<file path="src/rtl/button_event_pkg.sv">
// Shared types and helpers for the pushbutton event generator.
// Holds the sequence state encoding and the ms-to-cycles conversion.
package button_event_pkg;

  typedef enum logic [2:0] {
    IDLE,
    DOWN1,
    LONG,
    WAIT2,
    DOWN2
  } state_t;

  // 64-bit product so long holds at fast clocks do not overflow
  function automatic int unsigned ms_to_cycles(
    input int unsigned ms,
    input int unsigned clkfreq
  );
    logic [63:0] prod;
    prod = (64'(ms) * 64'(clkfreq)) / 64'd1000;
    return prod[31:0];
  endfunction

endpackage

</file>
<file path="src/rtl/pb_edge_det.sv">
// Registers the debounced button level and flags rising/falling edges.
// Edges are combinational against the one-cycle-old level.
module pb_edge_det (
  input  logic clk,
  input  logic rst_n,
  input  logic d,
  output logic rise,
  output logic fall,
  output logic q
);

  logic r_q;

  always_ff @(posedge clk or negedge rst_n) begin
    if (!rst_n) begin
      r_q <= 1'b0;
    end else begin
      r_q <= d;
    end
  end

  assign q    = r_q;
  assign rise = d & ~r_q;
  assign fall = ~d & r_q;

endmodule

</file>
<file path="src/rtl/button_event.sv">
// Turns a debounced button level into press/release/click/dclick,
// long-press and auto-repeat pulses, all registered one cycle late.
module button_event
  import button_event_pkg::*;
#(
  parameter int unsigned CLKPD_NS  = 10,
  parameter int unsigned CLKFREQ   = 1_000_000_000 / CLKPD_NS,
  parameter int unsigned LONG_MS   = 500,
  parameter int unsigned REPEAT_MS = 100,
  parameter int unsigned DCLICK_MS = 250
) (
  input  logic clk,
  input  logic rst_n,
  input  logic pb_debounced,
  output logic press,
  output logic release_p,
  output logic click,
  output logic dclick,
  output logic long_press,
  output logic repeat_p,
  output logic held
);

  localparam int unsigned L = ms_to_cycles(LONG_MS, CLKFREQ);
  localparam int unsigned R = ms_to_cycles(REPEAT_MS, CLKFREQ);
  localparam int unsigned D = ms_to_cycles(DCLICK_MS, CLKFREQ);
  localparam int unsigned MAXLR = (L > R) ? L : R;
  localparam int unsigned MAXC  = (MAXLR > D) ? MAXLR : D;
  localparam int unsigned CTRBITS = $clog2(MAXC) + 1;

  localparam logic [CTRBITS-1:0] L_M1 = CTRBITS'(L - 1);
  localparam logic [CTRBITS-1:0] R_M1 = CTRBITS'(R - 1);
  localparam logic [CTRBITS-1:0] D_M1 = CTRBITS'(D - 1);

  if (L < 1 || R < 1 || D < 1) begin : g_bad_timing
    $error("button_event: every timing count must be at least one cycle");
  end

  logic w_rise;
  logic w_fall;
  logic w_pb_q_unused;

  pb_edge_det u_edge (
    .clk  (clk),
    .rst_n(rst_n),
    .d    (pb_debounced),
    .rise (w_rise),
    .fall (w_fall),
    .q    (w_pb_q_unused)
  );

  state_t             r_state;
  state_t             w_next;
  logic [CTRBITS-1:0] r_timer;

  logic w_press;
  logic w_rel;
  logic w_click;
  logic w_dclick;
  logic w_long;
  logic w_rep;

  logic r_press;
  logic r_rel;
  logic r_click;
  logic r_dclick;
  logic r_long;
  logic r_rep;
  logic r_held;

  // Edges are tested before timeouts so an edge always wins a tie
  always_comb begin
    w_next   = r_state;
    w_press  = 1'b0;
    w_rel    = 1'b0;
    w_click  = 1'b0;
    w_dclick = 1'b0;
    w_long   = 1'b0;
    w_rep    = 1'b0;
    unique case (r_state)
      IDLE: begin
        if (w_rise) begin
          w_next  = DOWN1;
          w_press = 1'b1;
        end
      end
      DOWN1: begin
        if (w_fall) begin
          w_next = WAIT2;
          w_rel  = 1'b1;
        end else if (r_timer == L_M1) begin
          w_next = LONG;
          w_long = 1'b1;
        end
      end
      LONG: begin
        if (w_fall) begin
          w_next = IDLE;
          w_rel  = 1'b1;
        end else if (r_timer == R_M1) begin
          w_rep = 1'b1;
        end
      end
      WAIT2: begin
        if (w_rise) begin
          w_next   = DOWN2;
          w_press  = 1'b1;
          w_dclick = 1'b1;
        end else if (r_timer == D_M1) begin
          w_next  = IDLE;
          w_click = 1'b1;
        end
      end
      DOWN2: begin
        if (w_fall) begin
          w_next = IDLE;
          w_rel  = 1'b1;
        end else if (r_timer == L_M1) begin
          w_next = LONG;
          w_long = 1'b1;
        end
      end
      default: begin
        w_next = IDLE;
      end
    endcase
  end

  always_ff @(posedge clk or negedge rst_n) begin
    if (!rst_n) begin
      r_state  <= IDLE;
      r_timer  <= '0;
      r_press  <= 1'b0;
      r_rel    <= 1'b0;
      r_click  <= 1'b0;
      r_dclick <= 1'b0;
      r_long   <= 1'b0;
      r_rep    <= 1'b0;
      r_held   <= 1'b0;
    end else begin
      r_state <= w_next;
      if (w_next != r_state || w_rep) begin
        r_timer <= '0;
      end else if (r_timer != '1) begin
        r_timer <= r_timer + 1'b1;
      end
      r_press  <= w_press;
      r_rel    <= w_rel;
      r_click  <= w_click;
      r_dclick <= w_dclick;
      r_long   <= w_long;
      r_rep    <= w_rep;
      r_held   <= (w_next == DOWN1) || (w_next == DOWN2) ||
                  (w_next == LONG);
    end
  end

  assign press      = r_press;
  assign release_p  = r_rel;
  assign click      = r_click;
  assign dclick     = r_dclick;
  assign long_press = r_long;
  assign repeat_p   = r_rep;
  assign held       = r_held;

endmodule

</file>
<file path="config.mk">
export PLATFORM = sky130hd
export DESIGN_NAME = button_event
export DESIGN_NICKNAME = d
export VERILOG_FILES = /design/src/rtl/button_event_pkg.sv /design/src/rtl/pb_edge_det.sv /design/src/rtl/button_event.sv
export SDC_FILE = /design/constraint.sdc
export NUM_CORES = 1
export LEC_CHECK = 0
export ABC_AREA = 1
export CAP_MARGIN = 20
export CORE_AREA = 5 5 87 121
export CTS_CLUSTER_SIZE = 10
export DETAILED_ROUTE_END_ITERATION = 10
export DIE_AREA = 0 0 92 126
export HOLD_SLACK_MARGIN = 0.02
export SLEW_MARGIN = 20
export SYNTH_ARGS = -nofsm -noshare
export SYNTH_HDL_FRONTEND = slang
export SYNTH_SLANG_ARGS = --single-unit
</file>
<file path="constraint.sdc">
create_clock -name clk -period 2.2 [get_ports clk]
set_input_delay 0.66 -clock clk [delete_from_list [all_inputs] [get_ports clk]]
set_output_delay 0.66 -clock clk [all_outputs]
set_load 0.005 [all_outputs]
</file>
## Word-level counts from Yosys, hierarchy flattened

Index checks and enable logic that the tools add are counted.

| operators by class | value |
|---|---|
| add/sub/neg operators | 1 |
| mux-type cells | 24 |
| bitwise gates (word level) | 4 |
| reduce and logical (&&, ||, !) cells | 8 |
| equality and inequality tests | 12 |

Operator list:

| cell | count |
|---|---|
| two-way mux 27 bit | 2 |
| adder 27 x 1 -> 27 bit, second input constant | 1 |
| equality test 27 x 24 -> 1 bit, second input constant | 1 |
| equality test 27 x 25 -> 1 bit, second input constant | 1 |
| equality test 27 x 26 -> 1 bit, second input constant | 1 |
| != test 27 bit, second input constant | 1 |
| two-way mux 3 bit | 7 |
| case mux 3 bit (5 select lines) | 1 |
| two-way mux 1 bit | 14 |
| equality test 3 x 2 -> 1 bit, second input constant | 3 |
| equality test 3 x 1 -> 1 bit, second input constant | 2 |
| equality test 3 bit, second input constant | 2 |
| OR reduction 2 bit | 2 |
| zero test 3 bit | 1 |
| logical OR 1 bit | 3 |
| != test 3 bit | 1 |
| OR reduction 3 bit | 1 |
| bitwise AND 1 bit | 2 |
| NOT 1 bit | 2 |
| nonzero test 2 bit | 1 |

| word-level totals | value |
|---|---|
| input bits | 3 |
| bits in registers | 38 |
| output and inout port bits | 7 |
| logic and storage cells | 59 |

## Logic depth before layout (Yosys ltp)

Gate-level depths: netlist of the first run.

| depth | value |
|---|---|
| depth in word-level cells | 7 |
| depth in mapped cells | 14 |
| mapped depth without buffers | 13 |

## By module

Synthesis of the first run repeated with hierarchy kept, for this count alone.

| second synthesis, totals | value |
|---|---|
| cells, all modules | 334 |
| area, all modules | 2556.2 um^2 |

Modules (own cells, without submodules):

| module | sequential area each (um^2) | area an instance (um^2) | instances | cells an instance |
|---|---|---|---|---|
| button_event | 925.9 | 2516.2 | 1 | 329 |
| pb_edge_det | 25.0 | 40.0 | 1 | 5 |

## Least setup slack after synthesis of the first run

OpenSTA, ideal clock, no wires.

| timing | value |
|---|---|
| path kind | register to register |
| from | register r_timer[0] |
| to | register r_timer[2] |
| required time | 2.072 ns |
| path slack | 0.357 ns |
| cell stages (with the launch flop) | 14 |
| library setup time | 0.128 ns |
| clock period less this slack | 1.843 ns |
| arrival time | 1.716 ns |
| path buffers | 1 |
| path through | dfrtp_1 ha_1 inv_1 nor2_4 nand3_2 nor2_1 nand2_1 nand2_2 nand3_4 nor2_1 nor2_4 nand2_4 buf_12 nor2_4 |

| on the way | value |
|---|---|
| word-level cells in the longest chain between the ends | 7 |
| elaborated cells between the ends (all ways) | 19 |
| classes of those cells | add/sub: 1; eq/ne: 5; mux: 11; reduce/logical: 2 |

RTL lines:

| element | line | source |
|---|---|---|
| start, declared | button_event.sv:54 | `logic [CTRBITS-1:0] r_timer;` |
| start signal, assigned | button_event.sv:145 | `r_timer <= r_timer + 1'b1;` |
| equality test 27 x 26 -> 1 bit / equality test 27 x 25 -> 1 bit (equally long branches) | button_event.sv:91, button_event.sv:118, button_event.sv:109 |  |
| two-way mux 3 bit (on tied branches) | button_event.sv:91, button_event.sv:118, button_event.sv:109 |  |
| two-way mux 3 bit (on tied branches) | button_event.sv:115, button_event.sv:88, button_event.sv:105 |  |
| case mux 3 bit (5 select lines) * | button_event.sv:80 | `unique case (r_state)` |
| net w_next[1] | button_event.sv:53 | `state_t w_next;` |
| != test 3 bit * | button_event.sv:142 | `if (w_next != r_state \|\| w_rep) begin` |
| logical OR 1 bit * | button_event.sv:142 |  |
| two-way mux 27 bit / nonzero test 2 bit (equally long branches) | - |  |

Mark *: on every way through the listed nets, which the timed path passes. The rest lies on a longest branch. The select of a mux whose other input is x is not followed.
A chain may end at the register's enable or synchronous reset.

## Final worst setup path of the first run

| timing | value |
|---|---|
| from | register r_timer[0] |
| to | register r_timer[10] |

Same word-level chain as after synthesis.

==> results of run 1 <==
==> cell type report <==
type                            instances  area [sq um]
Sequential cell                        38           951
Timing Repair Buffer                   29           323
Clock buffer                            6           139
Clock inverter                          2          12.5
Tap cell                              110           138
Multi-Input combinational cell        264          1490
Inverter                               55           206
Fill cell                             977          6090
==> Yosys cell counts <==
master | instances | area share [%]
buf_6 | 3 | 1.3
nor2_2 | 2 | 0.46
nor2_1 | 50 | 7.0
nor2_4 | 26 | 11
inv_2 | 2 | 0.28
nand2_2 | 9 | 2.1
nor2_8 | 1 | 0.74
nor4_1 | 1 | 0.23
nand3b_1 | 1 | 0.28
ha_1 | 1 | 0.46
a21oi_1 | 5 | 0.93
xnor2_1 | 2 | 0.65
nand4_4 | 1 | 0.79
a21o_2 | 1 | 0.32
nand4_2 | 1 | 0.46
nand3_1 | 36 | 6.7
o21ai_2 | 1 | 0.32
dfrtp_1 | 38 | 35
or3_1 | 1 | 0.23
a41oi_1 | 2 | 0.65
inv_1 | 53 | 7.4
nand3_4 | 1 | 0.65
o21ai_0 | 12 | 2.2
nor3_2 | 2 | 0.74
nand3_2 | 3 | 1.1
buf_12 | 2 | 1.5
nand2_1 | 85 | 12
nor3_1 | 7 | 1.3
nand2_4 | 2 | 0.83
nand4_1 | 9 | 2.1
o21a_1 | 2 | 0.56
==> worst paths after layout <==
| kind | startpoint | depth (start not counted) | end |
|---|---|---|---|
| worst max-delay path | r_timer[0]$_DFFE_PN0P_ | 14 | r_timer[10]$_DFFE_PN0P_ |
| worst max register to register | r_timer[0]$_DFFE_PN0P_ | 14 | r_timer[10]$_DFFE_PN0P_ |
| worst min-delay path | rst_n | 1 | r_timer[13]$_DFFE_PN0P_ |
| min in group clk | pb_debounced | 1 | u_edge.q$_DFF_PN0_ |
| max in group asynchronous | rst_n | 2 | r_timer[25]$_DFFE_PN0P_ |
| worst min register to register | u_edge.q$_DFF_PN0_ | 3 | dclick$_DFF_PN0_ |
==> routing by layer <==
layer,track usage (%),share of wire (%),vias to the layer above
li1,-,-,1201
met1,13.1,40,1141
met2,22.3,53,63
met3,2.21,4.0,19
met4,6.04,3.0,0
met5,0,0,-
==> timing repair <==
item / CTS / global route
resized for setup: 0 / 8
setup buffers: 0 / 3
hold endpoints to repair: 0 / 0
setup endpoints to repair: 0 / 27
hold buffers: 0 / 0
==> metrics by stage <==
stage	hold WS [ps]	cell area (sq um)	instances	setup slack [ps]	setup TNS, ps
2_1_floorplan	364	2700	362	357	0
3_3_place_gp	561	3010	491	-190	-4510
3_5_place_dp	557	3010	491	-221	-5220
4_1_cts	344	3160	499	71.5	0
5_1_grt	369	3260	504	-4.92	-7.08
6_report	319	3260	504	146	0
==> registers in the layout, summed over array words and instances, names as in the netlist <==
register / flops
repeat_p: 1
release_p: 1
u_edge.q: 1
click: 1
held: 1
dclick: 1
long_press: 1
r_state: 3
press: 1
r_timer: 27
==> logic make-up after synthesis <==
logic type / count (synthesis)
AND/OR/NAND/NOR: 238
buffers and inverters: 60
flip-flops: 38
AO/OA/AOI/OAI: 23
XOR/XNOR: 2
adder cells (fa/ha/maj): 1
==> power groups by stage <==
stage	clock (mW)	combinational, mW	sequential, mW
2_1_floorplan	0	0.715	0.812
3_3_place_gp	0	0.893	0.824
3_5_place_dp	0	0.917	0.823
4_1_cts	0.754	0.919	0.810
5_1_grt	0.790	1.20	0.815
6_report	0.744	1.13	0.810
==> results.py, run 1 <==
metrics = {
    "routing": {
        "routed_wl_um": 6670,
        "routedWlPerCell_um": 13.2,
        "viasPerCell": 4.81,
        "drc": 0,
        "drt_iter0_markers": 160,
        "antenna_left": 0,
        "vias": 2424,
        "first_pass_iters": 5,
    },
    "placed_design": {
        "port_buffers": 9,
        "dp_hpwl_um": 4890,
        "gp_congestion": 0.952,
    },
    "synthesis": {
        "yosys.area_share.simple_pct": 48.3,
        "synth_cells": 362,
        "yosysUniqueCellTypes": 31,
        "synth-compound-area-share_pct": 5.00,
        "synth-adder-area-share_pct": 0.463,
        "synth_top_family_by_area": "simple AND/OR/NAND/NOR gates",
        "yosysSeqAreaShare_pct": 35.2,
        "avgSynthCellArea_sq_um": 7.46,
        "synth_area_sq_mm": 0.00270,
        "muxShareOfSynthArea_pct": 0,
        "synth_nets": 366,
        "ys_ff_latch": 38,
        "ys_warn_count": 0,
        "synthXorXnorAreaFrac_pct": 0.649,
    },
    "clock_network": {
        "clock_latency_ps": 290,
        "cts_buffers": 5,
        "cts_buffer_depth": 2,
        "cts_root_buffer": "clkbuf_16",
        "cts_sinks": 38,
        "clk_pin_slew_ps": 60,
        "cts_tree": "built",
        "ctsHtreeMaxLevel": 2,
    },
    "floorplanning": {
        "num_io_pins": 10,
        "die_x_um": 92,
        "start_util_pct": 28.9,
        "rows": 42,
        "coreArea_sq_mm": 0.00935,
        "dieArea_sq_mm": 0.0116,
        "die_h_um": 126,
    },
    "global_routing": {
        "gr-total-overflow": 0,
        "antenna_found_initial": 0,
        "grt_pass1_vias": 2440,
        "grt_pass1_wl_um": 11400,
        "grt_max_degree": 29,
        "grt_util_all_layers_pct": 12.1,
    },
    "worst_setup_path": {
        "cp_common_cell": "nor2_4",
        "r2r_slack_ps": 150,
        "worstSetupPathType": "flip-flop to flip-flop",
        "critPathArrivalTime_ps": 2280,
        "crit_path_end_kind": "flip-flop",
        "timing.critical_path.cells": "ha_2 > inv_1 > nor2_4 > nand3_2 > nor2_1 > nand2_1 > nand2_2 > nand3_4 > nand2_1 > nand2_2 > nor2_4 > nand2_4 > clkbuf_16 > nor2_4",
        "cp-start-kind": "flip-flop",
        "cp.buffers_inverters": 2,
        "crit_family": "simple AND/OR/NAND/NOR gates",
        "slowest_stage": "dfrtp_1",
        "cp.required_ps": 2420,
        "crit_path_max_fanout": 7,
        "critPathMaxStageDelay_ps": 370,
    },
    "finish": {
        "utilization_pct": 34.8,
        "fin_nets": 397,
        "diodes": 0,
        "mostFrequentLayoutCell": "nand2_1",
        "area_growth_pct": 20.7,
        "drive_gt1_share_pct": 22.1,
        "final_cell_mix": "nand2_1 (83), inv_1 (52), nor2_1 (48), dfrtp_1 (38), nand3_1 (36)",
    },
    "job": {
        "maxCapViolations": 0,
    },
    "sta": {
        "fin_skew_ps": 14.0,
        "fin_crit_sh_pct": 93.3,
        "finalHoldViolations": 0,
        "drv_slew": 0,
        "fin_crit_ps": 2050,
        "max_slew_margin_pct": 68.6,
        "max_freq_mhz": 487,
        "worst_pin_slew_ps": 471,
        "finalSetupViolations": 0,
    },
    "power_and_ir_drop": {
        "seq_power_share_pct": 30.2,
        "total_power_mw": 2.68,
        "switching_share_pct": 36.9,
        "p_sw_mw": 0.991,
        "p_leak_nw": 1.50,
        "clockPowerShare_pct": 27.7,
        "comb_power_share_pct": 42.1,
        "power.density_mw_per_mm2": 823,
        "p_int_mw": 1.69,
        "vdd_drop_max_uv": 355,
    },
    "min_path": {
        "hp-class": "primary input to async pin",
    },
    "status": {
        "status": "finished clean",
    },
}
Note: power is estimated with default switching activity, not from simulation.
==> run 2: changes to the inputs <==
Settings changed: SETUP_SLACK_MARGIN from default to 0.02.
==> results.py, run 2 (synthesized netlist as in run 1, its figures left out) <==
metrics = {
    "routing": {
        "wl_met3_um": 274,
        "vias": 2448,
        "antenna_left": 0,
        "drc": 0,
        "dr_wl_met2_um": 3520,
        "routedWlPerCell_um": 13.2,
        "drt_iter0_markers": 184,
        "wl_met1_um": 2620,
        "top_layer": "met4",
        "viasPerCell": 4.85,
        "routed_wl_um": 6650,
        "first_pass_iters": 4,
    },
    "sta": {
        "max_slew_margin_pct": 68.6,
        "worst_pin_slew_ps": 471,
        "fin_crit_ps": 2020,
        "max_freq_mhz": 496,
        "drv_slew": 0,
        "fin_crit_sh_pct": 91.7,
        "finalSetupViolations": 0,
        "whs_ps": 322,
        "fin_skew_ps": 13.5,
        "finalHoldViolations": 0,
        "rsz0062_at_grt": "false",
        "setup_tns_ps": 0,
    },
    "floorplanning": {
        "dieArea_sq_mm": 0.0116,
        "start_util_pct": 28.9,
        "rows": 42,
        "die_x_um": 92,
        "die_h_um": 126,
        "coreArea_sq_mm": 0.00935,
        "num_io_pins": 10,
    },
    "power_and_ir_drop": {
        "vdd_drop_max_uv": 362,
        "p_leak_nw": 1.51,
        "comb_power_share_pct": 42.1,
        "power.density_mw_per_mm2": 820,
        "seq_power_share_pct": 30.4,
        "p_sw_mw": 0.992,
        "switching_share_pct": 36.9,
        "p_int_mw": 1.70,
        "clockPowerShare_pct": 27.5,
    },
    "finish": {
        "largest_register": "r_timer",
        "area_growth_pct": 21.5,
        "fin_nets": 398,
        "largest_reg_flops": 27,
        "drive_gt1_share_pct": 22.5,
        "top_regs": "r_timer x27, r_state x3",
        "multiInputGateArea_sq_mm": 0.00151,
        "regArea_sq_um": 951,
        "diodes": 0,
        "mostFrequentLayoutCell": "nand2_1",
        "fillers": 978,
        "final_cell_mix": "nand2_1 (83), inv_1 (52), nor2_1 (48), dfrtp_1 (38), nand3_1 (35)",
    },
    "worst_setup_path": {
        "crit_path_end_kind": "flip-flop",
        "cp-start-kind": "flip-flop",
        "cp.required_ps": 2420,
        "r2r_slack_ps": 180,
        "rr_startpoint": "r_timer[0]$_DFFE_PN0P_",
        "reg2reg_to": "r_timer[10]$_DFFE_PN0P_",
        "crit_path_max_fanout": 7,
        "setup.worst_path.start": "r_timer[0]$_DFFE_PN0P_",
        "critPathArrivalTime_ps": 2240,
        "rr_worst_depth": 14,
        "worstSetupPathType": "flip-flop to flip-flop",
    },
    "global_routing": {
        "grt_util_all_layers_pct": 12.1,
        "gr-total-overflow": 0,
        "grt_pass1_vias": 2440,
        "grt_pass1_wl_um": 11400,
        "grt_max_degree": 29,
        "antenna_found_initial": 0,
    },
    "status": {
        "status": "finished clean",
    },
    "clock_network": {
        "cts_sinks": 38,
        "cts_buffer_depth": 2,
        "hold_buffers": 0,
        "cts_tree": "built",
        "ctsHtreeMaxLevel": 2,
        "clock_latency_ps": 290,
        "cts_root_buffer": "clkbuf_16",
        "clk_pin_slew_ps": 60,
        "cts_buffers": 5,
    },
    "placed_design": {
        "gp_congestion": 0.952,
        "dp_hpwl_um": 4890,
        "port_buffers": 9,
    },
    "job": {
        "maxCapViolations": 0,
    },
    "min_path": {
        "hp-class": "primary input to async pin",
    },
}
==> run 2: power groups by stage <==
stage | combinational, mW | sequential (mW) | clock (mW)
2_1_floorplan | 0.715 | 0.812 | 0
3_3_place_gp | 0.893 | 0.824 | 0
3_5_place_dp | 0.917 | 0.823 | 0
4_1_cts | 0.919 | 0.810 | 0.754
5_1_grt | 1.22 | 0.823 | 0.790
6_report | 1.13 | 0.818 | 0.739
==> run 2: repair_timing <==
item / in CTS / in global routing
buffers inserted: 0 / 4
gates resized for setup: 0 / 10
setup endpoints to repair: 0 / 27
==> run 2: worst max-delay path by stage <==
| stage | end | slack, ps |
|---|---|---|
| 2_1_floorplan | r_timer[2]$_DFFE_PN0P_ | 360 |
| 3_3_place_gp | r_timer[26]$_DFFE_PN0P_ | -190 |
| 3_5_place_dp | r_timer[26]$_DFFE_PN0P_ | -220 |
| 4_1_cts | r_timer[26]$_DFFE_PN0P_ | 70 |
| 5_1_grt | r_timer[26]$_DFFE_PN0P_ | 20 |
| 6_report | r_timer[10]$_DFFE_PN0P_ | 180 |
==> run 2: per-stage QoR <==
stage	power [mW]	cells	area, sq um	util, %	worst slack, ps
global placement	1.72	491	3010	32.2	-190
CTS	2.48	499	3160	33.8	71.5
finish	2.69	505	3280	35.1	183
global route	2.83	505	3280	35.1	22.5
detailed placement	1.74	491	3010	32.2	-221
floorplan	1.53	362	2700	-	357
==> run 2: critical path, stage by stage, from the launching register on <==
cell	delay, ps
dfrtp_1	410
ha_4	180
inv_1	90
nor2_4	150
nand3_2	80
nor2_1	110
nand2_1	110
nand2_2	110
nand3_4	80
nand2_1	80
nand2_2	60
nor2_4	100
nand2_4	110
clkbuf_16	210
nor2_4	80
==> run 2: layout make-up <==
| type | instances | share of cell area, % |
|---|---|---|
| tap | 110 | 4.19 |
| inverter | 55 | 6.29 |
| clock buffer | 6 | 4.23 |
| timing repair buffer | 30 | 10.1 |
| clock inverter | 2 | 0.381 |
| multi-input combinational | 264 | 45.9 |
| sequential | 38 | 29.0 |
==> run 2: per-layer routing <==
layer	global-route usage, %	up-vias
li1	-	1204
met1	13.1	1155
met2	22.3	68
met3	2.21	21
met4	6.04	0
met5	0	-
==> RTL change 1: new RTL, config.mk and constraints of run 2 <==
The parameter `LONG_MS` goes from 500 to 2000.
--- a/src/rtl/button_event.sv
+++ b/src/rtl/button_event.sv
@@ -5,7 +5,7 @@
 #(
   parameter int unsigned CLKPD_NS  = 10,
   parameter int unsigned CLKFREQ   = 1_000_000_000 / CLKPD_NS,
-  parameter int unsigned LONG_MS   = 500,
+  parameter int unsigned LONG_MS   = 2000,
   parameter int unsigned REPEAT_MS = 100,
   parameter int unsigned DCLICK_MS = 250
 ) (
Behaviour: no difference found for any inputs over 10 cycles, from zero or initial values and one cycle with rst_n low; that may be too few to reach the edited logic, so the function may still have changed.
==> RTL change 1 against run 2 <==
- final area rose by 0.38%
- critical path type unchanged
- sequential power grew 4.3%
- synthesized area is 1.2% higher
- setup slack worse by 0.042 ns
- wire length down 3.5%
- clock power fell by 2%
- power grew 1.9%
- sequential cell count is 2 higher
==> RTL change 1: results <==
metrics = {
    "global_route": {
        "track_usage_pct": 11.5,
        "grt_max_degree": 22,
        "grt_pass1_wl_um": 10800,
        "grt_pass1_vias": 2315,
    },
    "cells_and_area": {
        "nFillCells": 984,
        "instances_no_fill": 497,
        "fin_nets": 390,
        "drive_above_1_share_pct": 22.2,
        "largest_registers": "r_timer: 29 flops, r_state: 3 flops",
    },
    "sta": {
        "worst_slew_pin_slew_ns": 0.484,
        "skew_ns": 0.00609,
    },
    "logic_synthesis": {
        "synth.distinct_cells": 32,
        "synth-seq-area-share_pct": 36.6,
        "synthTopCellsByArea": "dfrtp_1 37%, nor2_4 11%, nand2_1 9.3%, inv_1 8.0%, nor2_1 7.6%",
        "synthesis.nets": 359,
        "syn_area_per_cell_um2": 7.70,
        "synth_common_cells": "68 x nand2_1, 58 x inv_1, 55 x nor2_1",
    },
    "critical_path": {
        "crit_fanout": 5,
        "slowest_delay_ns": 0.39,
    },
    "placement": {
        "dpl.cell_count": 488,
        "hpwl_um": 5050,
        "place.gp.congestion": 0.966,
    },
    "power_and_ir_drop": {
        "leakage_nw": 1.46,
        "vdd_drop_max_mv": 0.457,
    },
    "drt": {
        "routedWlPerCell_um": 12.9,
        "via_per_inst": 4.63,
        "first_iter_violations": 124,
    },
    "clocking": {
        "clockBufferDepth": 2,
    },
    "status": {
        "status": "finished clean",
    },
}
RTL change 1: cell types whose count changed in the layout (fill, tap and decap cells not counted), moves of 3 or more:
cell and delta:
o22ai_1 +3, nand2_1 -17, nand4_1 +4, xor2_1 +13, inv_1 +5, nand3_1 -11, o21ai_0 -4, nor2_1 +4
nand2_2 -4
RTL change 1: cell families (layout without fill, tap and decap cells):
group / count (synthesis) / in the layout / synth area share [%]
adder cells (fa/ha/maj): 1 / 1 / 0.458
AND/OR/NAND/NOR: 215 / 215 / 43.5
AO/OA/AOI/OAI: 19 / 19 / 4.12
XOR/XNOR: 15 / 15 / 4.81
buffers and inverters: 64 / 96 / 10.0
flip-flops: 40 / 40 / 36.6
multiplexers: 1 / 1 / 0.412
RTL change 1: report_power, final:
part	internal, mW	leakage, nW	switching (mW)
sequential	0.796	0.550	0.0574
combinational	0.481	0.831	0.681
clock	0.447	0.0766	0.280
total	1.72	1.46	1.02
RTL change 1: metrics by stage:
stage | cell area [µm²] | utilization (%) | setup slack [ns] | setup TNS (ns) | total power, mW
after floorplan | 2730 | - | 0.344 | 0 | 1.67
after global placement | 3080 | 32.9 | -0.170 | -3.45 | 1.91
after detailed placement | 3080 | 32.9 | -0.244 | -5.60 | 1.92
after CTS | 3220 | 34.5 | 0.0433 | 0 | 2.67
after global routing | 3290 | 35.2 | 0.0189 | 0 | 2.90
final | 3290 | 35.2 | 0.141 | 0 | 2.74
RTL change 1: cell type report:
cell class	count	share of cell area, %
repair buffers	27	8.43
flip-flops and latches	40	30.4
multi-input cells	251	45.5
clock buffers	6	4.22
clock inverters	2	0.304
well taps	110	4.18
inverters	61	6.95
RTL change 1: per-layer routing:
metal	vias up	part of all wire (%)	global-route usage, %
li1	1169	-	-
met1	1063	40	12.7
met2	56	54	21.2
met3	14	3.1	2.09
met4	0	3.1	5.25
met5	-	0	0
RTL change 1: final timing paths:
check | from | to | slack (ns) | cells past startpoint
max in group asynchronous | rst_n | r_timer[14] | 1.39 | 2
min | rst_n | u_edge.q | 0.33 | 1
max reg2reg | r_timer[0] | r_timer[22] | 0.14 | 11
min reg2reg | r_timer[24] | r_timer[24] | 0.61 | 2
min in group clk | pb_debounced | u_edge.q | 0.54 | 1
max | r_timer[0] | r_timer[22] | 0.14 | 11
RTL change 1: timing repair:
action / in CTS / in global routing
hold buffers: 0 / 0
endpoints found under the setup margin: 0 / 29
gates resized for setup: 0 / 13
RTL change 1: worst reg2reg max path, stage by stage, from the launching register on:
cell,delay (ns)
dfrtp_1,0.39
ha_2,0.22
inv_2,0.06
nor2_4,0.17
nand3_1,0.15
inv_1,0.11
nand2_1,0.07
a21oi_2,0.13
buf_4,0.16
nand4_1,0.19
xor2_2,0.24
nor2_4,0.05
==> RTL change 2: new RTL, settings of run 2 <==
Without the edit above. Register the input `pb_debounced` before use, without a reset. The logic sees it one clock later.
--- a/src/rtl/button_event.sv
+++ b/src/rtl/button_event.sv
@@ -32,6 +32,12 @@
   localparam logic [CTRBITS-1:0] R_M1 = CTRBITS'(R - 1);
   localparam logic [CTRBITS-1:0] D_M1 = CTRBITS'(D - 1);
 
+  logic pb_debounced_q;
+
+  always_ff @(posedge clk) begin
+    pb_debounced_q <= pb_debounced;
+  end
+
   if (L < 1 || R < 1 || D < 1) begin : g_bad_timing
     $error("button_event: every timing count must be at least one cycle");
   end
@@ -43,7 +49,7 @@
   pb_edge_det u_edge (
     .clk  (clk),
     .rst_n(rst_n),
-    .d    (pb_debounced),
+    .d    (pb_debounced_q),
     .rise (w_rise),
     .fall (w_fall),
     .q    (w_pb_q_unused)
Check against the original RTL: not equivalent (a bounded check fails within 4 cycles, from zero or initial values and one cycle with rst_n low).
==> RTL change 2 against run 2 <==
- global-route usage down 1.5 points
- wire length down 13%
- clock skew down 0.0074 ns
- hold slack better by 0.026 ns
- die area unchanged
- non-clock buffer count down 15
- final area down 13%
- synthesized area down 11%
- setup slack better by 0.013 ns
- sequential power about the same
- sequential cell count up 1
- largest power group is now the clock network
- sequential share of layout area up 5.2 points
- power down 16%
==> RTL change 2: results <==
metrics = {
    "status": {
        "status": "finished clean",
    },
    "logic_synthesis": {
        "synth_fa_ha_area_share_pct": 0.518,
        "synth.distinct_cells": 27,
        "synth_xor_area_share_pct": 3.99,
        "synth-seq-area-share_pct": 40.2,
        "synthTopCellsByArea": "dfrtp_1 39%, nand2_1 11%, inv_1 7.5%, nor2_2 6.7%, nor2_1 6.4%",
        "async_flop_share_pct": 97.4,
        "synth_common_cells": "72 x nand2_1, 48 x inv_1, 41 x nor2_1",
        "synth_compound_area_share_pct": 3.42,
        "netlist_instances": 330,
    },
    "drt": {
        "first_iter_violations": 85,
        "routedWlPerCell_um": 12.5,
        "via_per_inst": 4.62,
    },
    "placement": {
        "dpl.cell_count": 452,
        "hpwl_um": 4410,
        "place_area_um2": 2640,
        "place.gp.congestion": 0.924,
        "pre_cts_slack_ns": 0.133,
    },
    "critical_path": {
        "arrival_ns": 2.22,
    },
    "cells_and_area": {
        "instances_no_fill": 460,
        "fin_nets": 353,
        "drive_above_1_share_pct": 17.1,
        "nFillCells": 997,
        "syn_to_final_growth_pct": 17.8,
    },
    "global_route": {
        "grt_max_degree": 25,
        "track_usage_pct": 10.6,
        "grt_pass1_vias": 2176,
        "grt_pass1_wl_um": 10000,
    },
    "power_and_ir_drop": {
        "leakage_nw": 1.23,
        "vdd_drop_max_mv": 0.313,
        "p_sw_share_pct": 31.2,
    },
    "clocking": {
        "htreeDepth": 2,
        "cts_root_buf": "clkbuf_16",
    },
    "sta": {
        "maxSlewHeadroom_pct": 60.3,
        "skew_ns": 0.00606,
    },
}
==> RTL change 2: cell types whose count changed after synthesis, moves of 6 or more <==
| cell | delta |
|---|---|
| nor2_4 | -24 |
| xor2_1 | +10 |
| nand3_1 | -6 |
| nor2_1 | -9 |
| nand2_1 | -13 |
| nor2_2 | +24 |
==> RTL change 2: path summary, 6_finish.rpt <==
path / cells past startpoint / slack (ns) / start / to
hold reg to reg: 0 / 0.35 / pb_debounced_q / u_edge.q
hold / removal: 0 / 0.35 / pb_debounced_q / u_edge.q
setup / recovery: 11 / 0.20 / r_timer[0] / r_timer[20]
max in group asynchronous: 2 / 1.19 / rst_n / r_timer[26]
setup reg to reg: 11 / 0.20 / r_timer[0] / r_timer[20]
min in group asynchronous: 1 / 0.38 / rst_n / r_timer[10]
==> RTL change 2: per-layer routing <==
metal	track usage, %	routed length, µm
met3	2.51	188
met2	18.5	2940
met4	5.07	219
met5	0	0
met1	12.2	2420
==> RTL change 2: worst max-delay path, stage by stage, from the launching register on <==
cell and delay, ns:
dfrtp_1 0.38, ha_1 0.19, inv_1 0.07, nor2_4 0.17, nand3_2 0.13, nor2_2 0.19, buf_4 0.15, a21boi_1 0.20
nand2_1 0.12, o21ai_1 0.15, nand2_1 0.08, nor2_2 0.10
==> RTL change 2: kinds of logic (layout without fill, tap and decap cells) <==
group	count (synthesis)	count (layout)
AOI/OAI and AO/OA	16	16
xor gates and xnor gates	11	11
adders and majority gates	1	1
buffers and inverters	52	72
DFF	39	39
and+or+nand+nor	211	211
==> RTL change 2: power groups by stage <==
stage               Clock, mW  Sequential, mW  Combinational [mW]
floorplan                   0           0.824               0.459
global placement            0           0.829               0.554
detailed placement          0           0.828               0.563
CTS                     0.877           0.816               0.563
global route            0.906           0.823               0.659
finish                  0.847           0.817               0.594
==> RTL change 2: cell type report <==
| type | count | share of cell area [%] |
|---|---|---|
| Clock buffer | 6 | 4.89 |
| Clock inverter | 2 | 1.23 |
| Inverter | 49 | 6.47 |
| Multi-Input combinational cell | 239 | 43.4 |
| Sequential cell | 39 | 34.2 |
| Tap cell | 110 | 4.84 |
| Timing Repair Buffer | 15 | 4.97 |
